===== config.mk =====
export PLATFORM = sky130hd
export DESIGN_NAME = bus_decoder_nslave
export DESIGN_NICKNAME = d
export VERILOG_FILES = /design/src/rtl/bus_decoder_nslave.sv
export SDC_FILE = /design/constraint.sdc
export NUM_CORES = 1
export LEC_CHECK = 0
export ABC_AREA = 1
export CORE_MARGIN = 4
export CORE_UTILIZATION = 25
export CTS_CLUSTER_DIAMETER = 120
export DETAILED_ROUTE_END_ITERATION = 16
export PLACE_DENSITY = 0.62
export SYNTH_ARGS = -nofsm -noshare
export SYNTH_HDL_FRONTEND = slang
export SYNTH_SLANG_ARGS = --single-unit

===== constraint.sdc =====
create_clock -name clk -period 1.5 [get_ports clk]
set_clock_uncertainty 0.15 [all_clocks]
set_input_delay 0.375 -clock clk [delete_from_list [all_inputs] [get_ports clk]]
set_output_delay 0.375 -clock clk [all_outputs]
set_load 0.02 [all_outputs]

===== src/rtl/bus_decoder_nslave.sv =====
// Purpose: decodes m_addr[SEL_HI:SEL_LO] into NUM_SLV one-hot slave selects.
//   It runs one outstanding request/ack transaction at a time.
//   Unmapped addresses, conflicting strobes and slave timeouts are reported as errors.
// Latency: accept in cycle N, strobes in N+1; an ack in N+1 gives m_done in N+2.
//   Error decodes also complete in N+2.
// Backpressure: m_ready is low from N+1 until the m_done cycle has passed.
//   Requests presented while m_ready is low are ignored.
// Optional: define BUS_DEC_ERRCNT_EN to add the saturating err_cnt output.
module bus_decoder_nslave #(
    parameter int ADDR_W  = 32,
    parameter int DATA_W  = 32,
    parameter int NUM_SLV = 4,
    parameter int SEL_HI  = 31,
    parameter int SEL_LO  = 28,
    parameter int TIMEOUT = 255
) (
    input  logic                      clk,
    input  logic                      rst_n,
    input  logic [ADDR_W-1:0]         m_addr,
    input  logic [DATA_W-1:0]         m_wdata,
    input  logic                      m_re,
    input  logic                      m_we,
    output logic                      m_ready,
    output logic                      m_done,
    output logic [DATA_W-1:0]         m_rdata,
    output logic                      m_err,
    output logic [ADDR_W-1:0]         s_addr,
    output logic [DATA_W-1:0]         s_wdata,
    output logic [NUM_SLV-1:0]        s_sel,
    output logic [NUM_SLV-1:0]        s_re,
    output logic [NUM_SLV-1:0]        s_we,
    input  logic [NUM_SLV*DATA_W-1:0] s_rdata,
    input  logic [NUM_SLV-1:0]        s_ack
`ifdef BUS_DEC_ERRCNT_EN
    ,
    output logic [15:0]               err_cnt
`endif
);

    localparam int RW = SEL_HI - SEL_LO + 1;

    localparam logic [1:0] IDLE   = 2'd0;
    localparam logic [1:0] ACCESS = 2'd1;
    localparam logic [1:0] RESP   = 2'd2;

    logic [1:0]         state_q, state_d;
    logic [15:0]        cnt_q, cnt_d;
    logic [ADDR_W-1:0]  s_addr_q, s_addr_d;
    logic [DATA_W-1:0]  s_wdata_q, s_wdata_d;
    logic [NUM_SLV-1:0] s_sel_q, s_sel_d;
    logic [NUM_SLV-1:0] s_re_q, s_re_d;
    logic [NUM_SLV-1:0] s_we_q, s_we_d;
    logic [DATA_W-1:0]  m_rdata_q, m_rdata_d;
    logic               m_err_q, m_err_d;
    // Set when the accepted request was unmapped or had both re and we high:
    // it spends one strobe-less ACCESS cycle so error completions keep the
    // same N+2 latency as a zero-wait access.
    logic               err_pend_q, err_pend_d;

    logic [RW-1:0]      region;
    logic [4:0]         region_x;
    logic               mapped;
    logic [3:0]         idx;
    logic [NUM_SLV-1:0] dec_sel;
    logic               ack_hit;
    logic [DATA_W-1:0]  sel_rdata;

    assign region   = m_addr[SEL_HI:SEL_LO];
    assign region_x = {{(5-RW){1'b0}}, region};
    assign mapped   = (region_x != 5'd0) && (region_x <= 5'(NUM_SLV));
    assign idx      = 4'(region_x - 5'd1);

    // Only the selected slave's ack counts; others are masked off by s_sel.
    assign ack_hit  = |(s_ack & s_sel_q);

    // One-hot decode of the region index and read-data mux of the selected slave.
    always_comb begin
        dec_sel   = '0;
        sel_rdata = '0;
        for (int i = 0; i < NUM_SLV; i++) begin
            dec_sel[i] = (idx == 4'(i));
            if (s_sel_q[i]) begin
                sel_rdata = s_rdata[i*DATA_W +: DATA_W];
            end
        end
    end

    // Transaction FSM: accept in IDLE, hold strobes in ACCESS, report in RESP.
    always_comb begin
        state_d    = state_q;
        cnt_d      = cnt_q;
        s_addr_d   = s_addr_q;
        s_wdata_d  = s_wdata_q;
        s_sel_d    = s_sel_q;
        s_re_d     = s_re_q;
        s_we_d     = s_we_q;
        m_rdata_d  = m_rdata_q;
        m_err_d    = m_err_q;
        err_pend_d = err_pend_q;
        case (state_q)
            IDLE: begin
                cnt_d = '0;
                if (m_re | m_we) begin
                    s_addr_d  = m_addr;
                    s_wdata_d = m_wdata;
                    state_d   = ACCESS;
                    if (mapped && (m_re ^ m_we)) begin
                        s_sel_d    = dec_sel;
                        s_re_d     = m_re ? dec_sel : '0;
                        s_we_d     = m_we ? dec_sel : '0;
                        err_pend_d = 1'b0;
                    end else begin
                        s_sel_d    = '0;
                        s_re_d     = '0;
                        s_we_d     = '0;
                        err_pend_d = 1'b1;
                    end
                end
            end
            ACCESS: begin
                if (err_pend_q) begin
                    m_err_d    = 1'b1;
                    m_rdata_d  = '0;
                    err_pend_d = 1'b0;
                    state_d    = RESP;
                end else begin
                    cnt_d = cnt_q + 16'd1;
                    // Ack is checked first so an ack on the timeout cycle wins.
                    if (ack_hit) begin
                        if (|s_re_q) begin
                            m_rdata_d = sel_rdata;
                        end
                        m_err_d = 1'b0;
                        s_sel_d = '0;
                        s_re_d  = '0;
                        s_we_d  = '0;
                        state_d = RESP;
                    end else if (cnt_q == 16'(TIMEOUT - 1)) begin
                        m_err_d   = 1'b1;
                        m_rdata_d = '0;
                        s_sel_d   = '0;
                        s_re_d    = '0;
                        s_we_d    = '0;
                        state_d   = RESP;
                    end
                end
            end
            RESP: begin
                cnt_d   = '0;
                state_d = IDLE;
            end
            default: begin
                s_sel_d    = '0;
                s_re_d     = '0;
                s_we_d     = '0;
                err_pend_d = 1'b0;
                cnt_d      = '0;
                state_d    = IDLE;
            end
        endcase
    end

    // State and output registers; reset drops every strobe immediately.
    always_ff @(posedge clk or negedge rst_n) begin
        if (!rst_n) begin
            state_q    <= IDLE;
            cnt_q      <= '0;
            s_addr_q   <= '0;
            s_wdata_q  <= '0;
            s_sel_q    <= '0;
            s_re_q     <= '0;
            s_we_q     <= '0;
            m_rdata_q  <= '0;
            m_err_q    <= 1'b0;
            err_pend_q <= 1'b0;
        end else begin
            state_q    <= state_d;
            cnt_q      <= cnt_d;
            s_addr_q   <= s_addr_d;
            s_wdata_q  <= s_wdata_d;
            s_sel_q    <= s_sel_d;
            s_re_q     <= s_re_d;
            s_we_q     <= s_we_d;
            m_rdata_q  <= m_rdata_d;
            m_err_q    <= m_err_d;
            err_pend_q <= err_pend_d;
        end
    end

    assign m_ready = (state_q == IDLE);
    assign m_done  = (state_q == RESP);
    assign m_rdata = m_rdata_q;
    assign m_err   = m_err_q;
    assign s_addr  = s_addr_q;
    assign s_wdata = s_wdata_q;
    assign s_sel   = s_sel_q;
    assign s_re    = s_re_q;
    assign s_we    = s_we_q;

`ifdef BUS_DEC_ERRCNT_EN
    logic [15:0] err_cnt_q;

    // Count error completions, saturating at all-ones.
    always_ff @(posedge clk or negedge rst_n) begin
        if (!rst_n) begin
            err_cnt_q <= '0;
        end else if ((state_q == RESP) && m_err_q && (err_cnt_q != 16'hFFFF)) begin
            err_cnt_q <= err_cnt_q + 16'd1;
        end
    end

    assign err_cnt = err_cnt_q;
`endif

endmodule

==> results.txt <==
The run finished, with violations left. The final reports fail on negative setup slack. The first-pass GRT wire length came out at approximately 43,000 um. The clock period minus final worst setup slack came out at 1760 ps. The number of storage elements in the synthesis netlist came out at roughly 130. The via count of the first global-routing pass is 8,095. The max-cap violation count is 0.

TritonCTS built the clock tree. Detailed routing inserted a total of 8,052 vias. Clock tree synthesis inserted a total of 17 buffers.

The wire length per cell is 16.3 um. The effective utilization at floorplan came out at 25.4%. The area of the die is 0.0319 mm2. The final wirelength came out at 29,600 um. The layout cell share with drive strength beyond 1 came out at 36.0%. In this run, the number of DRC markers left after iteration 0 of detailed routing was 276. The worst setup path is captured at an output pin. The number of slew-limit violations in the final report came out at 0.

Among cell families on the critical path, the largest total delay comes from flip-flops. The maximum VDD drop is 1.23 mV. The worst setup path is of the flip-flop to output pin kind. On the critical path, the stage with the largest delay is an instance of sky130_fd_sc_hd__dfrtp_1.

Dividing the synthesized area by the synthesized cell count gives 7.59 um2. After synthesis, the largest family of logic cells by area is simple AND/OR/NAND/NOR gates. Counting along the longest clock path gives a buffer depth of 2. The die extent in y came out at between 150 and 200 um. The total number of placement rows is 62. The count of input and output buffers is 310. The core region is 0.0287 mm2. The power density of the placed cells is 1440 mW/mm2.

The HPWL after detailed placement came out at 20,700 um. Dividing the detail-routed via count by the number of cells gives between 4 and 5. The complex-gate fraction of the synthesized area is 4.02%. The cell-internal power is 0.0125 W. The xor and xnor fraction of the mapped netlist area is 0%. The H-tree was split into 4 levels. The delay contributed by the slowest stage of the critical path came out at 440 ps. The cell area that synthesis handed to floorplanning was 0.00729 mm2. The final cell utilization of the core is 48.1%.

The proportion of power drawn by flip-flops and latches came out at 26.2%. The peak clock frequency supported by timing came out at 568 MHz. The total net switching power came out at 0.00732 W. The hold violation count in the final report is 0.

The largest driver fanout on the critical path is 3. The clock-pin slew reported for the worst setup and hold paths after clock tree synthesis is 70 ps. The clock network burns 20.3% of the power. The worst hold-check path type is input pin to async pin. The portion of the post-synthesis area used by sequential elements came out at 44.0%.

The sum of negative setup slack is -21,050 ps. The number of nets in the synthesized netlist is 1,163. The critical path goes through buf_6 > nor2_4 > buf_6. Global routing finished with a remaining overflow of 0. The initial antenna violation count is 1. The antenna cell count is 0. The worst pin sits at a relative slew slack of 72.6%. The cell at the root of the clock tree is sky130_fd_sc_hd__clkbuf_16. After Yosys synthesis, full adders, half adders and majority gates account for less than 1% of the synthesized area. The fraction of power spent switching nets is 36.9%. The total leakage power came out at ~6.6 nW. The count of cell types in the netlist came out at 30. The cell occurring most often along the worst timing path is sky130_fd_sc_hd__buf_6. The tightest hold path in the finished design has a slack of roughly 250 ps.

The arrival time reported for the critical path endpoint came out at 1240 ps. The die outline width came out at 179 um. In the final design database the tool counted 1,620 nets. The number of nets still failing antenna checks after routing came out at 0. The kind of start point of the critical path is a flip-flop. The number of placed I/O pins came out at about 310. The final worst slack is -260 ps. The final number of setup-violating endpoints is 130. The synthesis-to-layout area growth came out at 89.6%. In this run, the combinational gates consume roughly 54% of the power. The insertion delay of the later-clocked pin in the worst-skew pair is 420 ps. The pre-CTS worst setup slack is -665 ps.

The congestion estimate from routability-driven global placement came to 0.853. The combined buffer and inverter count along the critical path is 2. The share of synthesized area spent on multiplexers came out at approximately 9%.

The number of clock sinks came out at 128. The number of synthesis warnings is 0. The maximum number of pins on one net before global-route repair is 38. The synthesized netlist devotes 31.2% of its cell area to simple gates. Counting the fill cells in the layout gives 2,736.

The share of the cycle needed by the critical path after routing came out at 117%. The transition time at the pin with the least slew margin is 412 ps. Setup repair after global routing could not meet its margin everywhere.

After technology mapping, the gate count stands at 960. The length of the first detailed-routing pass in iterations came out at 4. The overall track demand over capacity in global routing came out at 17.3%. The residual DRC count came out at 0.

For the worst setup path, the data required time is 970 ps.
## kinds of logic (layout without fill, tap and decap cells)
| logic type | count (synthesis) | in the layout |
|---|---|---|
| AO/OA/AOI/OAI | 55 | 55 |
| adder cells (fa/ha/maj) | 3 | 3 |
| buffers and inverters | 189 | 657 |
| flip-flops | 128 | 128 |
| multiplexers | 60 | 60 |
| AND/OR/NAND/NOR | 525 | 526 |
## sequential cells by signal (all words and copies together), names as in the netlist
| register | flops |
|---|---|
| s_sel | 4 |
| cnt_q | 16 |
| s_wdata | 32 |
| m_err | 1 |
| s_addr | 32 |
| err_pend_q | 1 |
| m_rdata | 32 |
| state_q | 2 |
| s_re | 4 |
| s_we | 4 |
## stage by stage
step                cell area (um2)  cells  total power (W)
floorplan                      7370    960          0.00929
global placement              11500   1697           0.0131
detailed placement            11500   1697           0.0132
CTS                           12900   1780           0.0184
global route                  13800   1813           0.0210
finish                        13800   1813           0.0199
## worst reg2reg max path, cell delays in order (launching register included)
cell,delay (ps)
sky130_fd_sc_hd__dfrtp_1,380
sky130_fd_sc_hd__inv_2,80
sky130_fd_sc_hd__ha_4,130
sky130_fd_sc_hd__nand3_4,70
sky130_fd_sc_hd__nor2_4,140
sky130_fd_sc_hd__nand2_2,80
sky130_fd_sc_hd__nand2_4,100
sky130_fd_sc_hd__nand3_4,100
sky130_fd_sc_hd__buf_12,160
sky130_fd_sc_hd__clkbuf_16,150
sky130_fd_sc_hd__nand2_1,50
sky130_fd_sc_hd__nand2_1,40
## final timing paths
path | start | end | slack (ps) | cells past startpoint
hold reg to reg | m_rdata[2] | m_rdata[2] | 350 | 2
max in group asynchronous | rst_n | m_rdata[3] | 440 | 3
hold / removal | rst_n | s_addr[23] | 250 | 2
min in group clk | m_rdata[2] | m_rdata[2] | 350 | 2
setup / recovery | state_q[1] | m_ready | -260 | 3
setup reg to reg | cnt_q[0] | m_rdata[24] | -260 | 11
## layout make-up
type / instances / area [um2] / share of cell area [%]
timing repair buffer: 493 / 5270 / 38.1
multi-input combinational: 644 / 3800 / 27.5
sequential: 128 / 3210 / 23.2
inverter: 133 / 503 / 3.64
tap: 384 / 480 / 3.48
clock buffer: 17 / 425 / 3.08
clock inverter: 14 / 133 / 0.960
## cell usage after synthesis
cell type | n | area, um2
sky130_fd_sc_hd__a31o_2 | 1 | 8.76
sky130_fd_sc_hd__clkbuf_1 | 17 | 63.8
sky130_fd_sc_hd__nand2_4 | 3 | 33.8
sky130_fd_sc_hd__a2bb2oi_1 | 1 | 8.76
sky130_fd_sc_hd__nor2_1 | 71 | 267
sky130_fd_sc_hd__buf_6 | 4 | 45.0
sky130_fd_sc_hd__nor2_4 | 2 | 22.5
sky130_fd_sc_hd__nor3b_1 | 2 | 15.0
sky130_fd_sc_hd__inv_2 | 6 | 22.5
sky130_fd_sc_hd__o22ai_1 | 1 | 6.26
sky130_fd_sc_hd__a31oi_1 | 1 | 6.26
sky130_fd_sc_hd__dfrtp_1 | 128 | 3200
sky130_fd_sc_hd__a21oi_1 | 38 | 190
sky130_fd_sc_hd__mux2_2 | 60 | 676
sky130_fd_sc_hd__nand2_1 | 299 | 1120
sky130_fd_sc_hd__a21o_1 | 1 | 7.51
sky130_fd_sc_hd__nand3_1 | 84 | 420
sky130_fd_sc_hd__buf_2 | 28 | 140
sky130_fd_sc_hd__inv_1 | 127 | 477
sky130_fd_sc_hd__nor2_2 | 5 | 31.3
sky130_fd_sc_hd__nor3_1 | 14 | 70.1
sky130_fd_sc_hd__nand4_1 | 39 | 244
sky130_fd_sc_hd__o21ai_0 | 9 | 45.0
sky130_fd_sc_hd__a211oi_1 | 2 | 15.0
sky130_fd_sc_hd__o21ai_1 | 1 | 5.00
sky130_fd_sc_hd__nand3b_1 | 1 | 7.51
sky130_fd_sc_hd__ha_1 | 3 | 37.5
sky130_fd_sc_hd__nand3_4 | 1 | 17.5
sky130_fd_sc_hd__nand2_2 | 4 | 25.0
sky130_fd_sc_hd__buf_4 | 7 | 52.6
## power groups by stage
stage               clock [W]  combinational (W)  sequential [W]
global placement            0            0.00811         0.00501
CTS                   0.00413            0.00919         0.00512
detailed placement          0            0.00818         0.00505
finish                0.00403             0.0106         0.00521
floorplan                   0            0.00316         0.00613
global route          0.00431             0.0113         0.00534
## layout by cell type (no fill, tap or decap), drive strengths merged
master / netlist / final
nand2: 306 / 307
buf: 39 / 286
clkdlybuf4s50: 0 / 196
inv: 133 / 137
dfrtp: 128 / 128
nand3: 85 / 85
nor2: 78 / 78
mux2: 60 / 60
nand4: 39 / 39
a21oi: 38 / 38
clkbuf: 17 / 25
nor3: 14 / 14
o21ai: 10 / 10
clkinvlp: 0 / 6
ha: 3 / 3
clkinv: 0 / 3
a211oi: 2 / 2
dlygate4sd2: 0 / 2
nor3b: 2 / 2
a31oi: 1 / 1
a21o: 1 / 1
a2bb2oi: 1 / 1
o22ai: 1 / 1
nand3b: 1 / 1
a31o: 1 / 1
bufinv: 0 / 1
dlygate4sd3: 0 / 1
## layer usage
| metal | up-vias | share of wire (%) | global-route usage, % |
|---|---|---|---|
| met5 | - | 0.044 | 0 |
| met4 | 2 | 1.9 | 4.29 |
| met3 | 43 | 8.8 | 6.18 |
| met2 | 290 | 49 | 29.4 |
| met1 | 3757 | 40 | 21.0 |
| li1 | 3960 | - | - |
## timing repair
item	CTS	global route
buffers inserted	46	30
hold buffers	1	0
setup endpoints to repair	229	232
gates resized for setup	660	175
gates cloned	7	9
hold endpoints to repair	88	0
pin swaps	28	53
(Power assumes the default switching activity.)
==> patch, RTL diff (same settings) <==
The parameter `NUM_SLV` goes from 4 to 2.
--- a/src/rtl/bus_decoder_nslave.sv
+++ b/src/rtl/bus_decoder_nslave.sv
@@ -11,3 +11,3 @@
     parameter int DATA_W  = 32,
-    parameter int NUM_SLV = 4,
+    parameter int NUM_SLV = 2,
     parameter int SEL_HI  = 31,
Interface: changed (5 resized); port bits go from 311 to 239. The function was not compared with the original's and may differ.
==> patch against the original RTL <==
  * First-iteration DRC count down 21%
  * Largest power group unchanged
  * Hold slack improved by 66 ps
  * Sequential share of layout area is 4.9 points higher
  * Largest cell class unchanged
  * The run still ends with setup timing left
  * Power down 3.1%
  * Highest routed layer is now met4
  * Fmax increased by 1.1%
  * Routed wire length fell by 33%
  * Area after synthesis shrank 22%
  * Worst setup slack better by 19 ps
  * Design area shrank 21%
  * Non-clock buffer count fell by 119
  * Via count fell by 31%
  * Sequential cell count is 6 lower
==> patch: results (changes against the original RTL) <==
Mapped Nets: 745 (was 1163)
Failing checks: setup timing (unchanged)
GRT met2 Usage: 0.259 (was 0.294)
Compound-Gate Fraction of Synth Area: 0.0562 (was 0.0402)
Average size of a mapped cell: 9.33 µm² (was 7.59 µm²)
Netlist cell types: 27 (was 30)
Port Buf Inserts: 238 (was 310)
Total track usage: 0.148 (was 0.173)
WP data arrival: 1220 ps (was 1240 ps)
Mux cell area share after synthesis: 0.119 (was 0.0927)
Initial antenna violation count: 0 (was 1)
Setup WS pre-CTS: -605 ps (was -665 ps)
P_leak: 4.99 nW (was 6.60 nW)
Largest net degree at the start of global routing: 49 (was 38)
Final setup margin: -242 ps (was -260 ps)
Main area contributors after synthesis: dfrtp_1 (54%), nand2_1 (13%), mux2_2 (12%) (was dfrtp_1 (44%), nand2_1 (15%), mux2_2 (9.3%))
Outcome: complete, but fails checks (unchanged)
Slowest CP cell: dfrtp_2 (was dfrtp_1)
Adder-cell share of the synthesized area: 0.00661 (was 0.00515)
Final setup violation count: 93 (was 130)
Max incr delay on CP: 410 ps (was 440 ps)
Hold Crit Class: flip-flop to flip-flop (was primary input to async pin)
Fin nets: 1108 (was 1620)
Placed instance count: 1166 (was 1697)
1st-iter DRT viols: 218 (was 276)
Post-synth top cells: nand2_1 (193), dfrtp_1 (122), mux2_2 (60), a21oi_1 (43), nand4_1 (38) (was nand2_1 (299), dfrtp_1 (128), inv_1 (127), nand3_1 (84), nor2_1 (71))
Vias in the first global route: 5437 (was 8095)
Fraction of layout cells with a size suffix above 1: 0.450 (was 0.360)
==> patch: area by class of cell <==
class	instances	area [µm²]
Fill cell	1997	11200
Timing Repair Buffer	374	3990
Sequential cell	122	3060
Multi-Input combinational cell	418	2740
Clock buffer	18	439
Tap cell	280	350
Inverter	38	158
Clock inverter	14	145
Antenna cell	1	2.50
==> patch: what timing repair did <==
action,CTS,global route
pin swaps,12,23
cloned,10,3
endpoints found under the hold margin,122,0
setup buffers,31,28
setup endpoints to repair,224,216
hold buffers,1,0
gates resized for setup,583,194
==> patch: where the power goes <==
| part | total, mW | internal, mW | switching [mW] |
|---|---|---|---|
| Combinational | 10.2 | 5.65 | 4.55 |
| Clock | 4.05 | 2.49 | 1.56 |
| Sequential | 4.99 | 4.29 | 0.695 |
| Total | 19.2 | 12.4 | 6.80 |
==> patch: worst reg2reg max path: stages, from the launching register on <==
cell     delay [ps]
dfrtp_1         410
inv_2            90
ha_4            120
nand3_2          50
nor2_2          110
nand2_2          80
nand2_4          90
nand3_4         110
buf_12          150
buf_12          140
nand2_2          60
nand2_1          40
==> patch: final timing paths <==
check / from / endpoint / slack [ps] / depth (start not counted)
min: m_rdata[9] / m_rdata[9] / 320 / 2
max: state_q[1] / m_done / -240 / 4
min in group asynchronous: rst_n / s_addr[11] / 350 / 3
max in group asynchronous: rst_n / cnt_q[14] / 560 / 3
max reg2reg: cnt_q[0] / m_rdata[4] / -230 / 11
min reg2reg: m_rdata[9] / m_rdata[9] / 320 / 2
==> patch: per-stage QoR <==
step	setup TNS, ps	cell area, µm²	util	power [mW]	hold slack, ps
final	-12270	10900	0.493	19.2	317
after global routing	-20130	10900	0.492	20.3	327
after CTS	-12620	10100	0.459	18.2	318
after detailed placement	-57630	8950	0.405	12.3	245
after global placement	-56350	8950	0.405	12.3	245
after floorplan	-1530	5740	-	8.68	-70.6
==> patch: logic make-up after synthesis <==
| kind of cell | Yosys count |
|---|---|
| AND/OR/NAND/NOR | 292 |
| buffers and inverters | 69 |
| multiplexers | 60 |
| adder cells (fa/ha/maj) | 3 |
| AO/OA/AOI/OAI | 62 |
| flip-flops | 122 |
==> patch: per-layer routing <==
metal	routed length [µm]	share of wire	vias to the layer above
met5	0	0	-
met4	276	0.014	0
met3	1020	0.051	17
met1	8050	0.41	2685
met2	10400	0.53	122
li1	-	-	2755
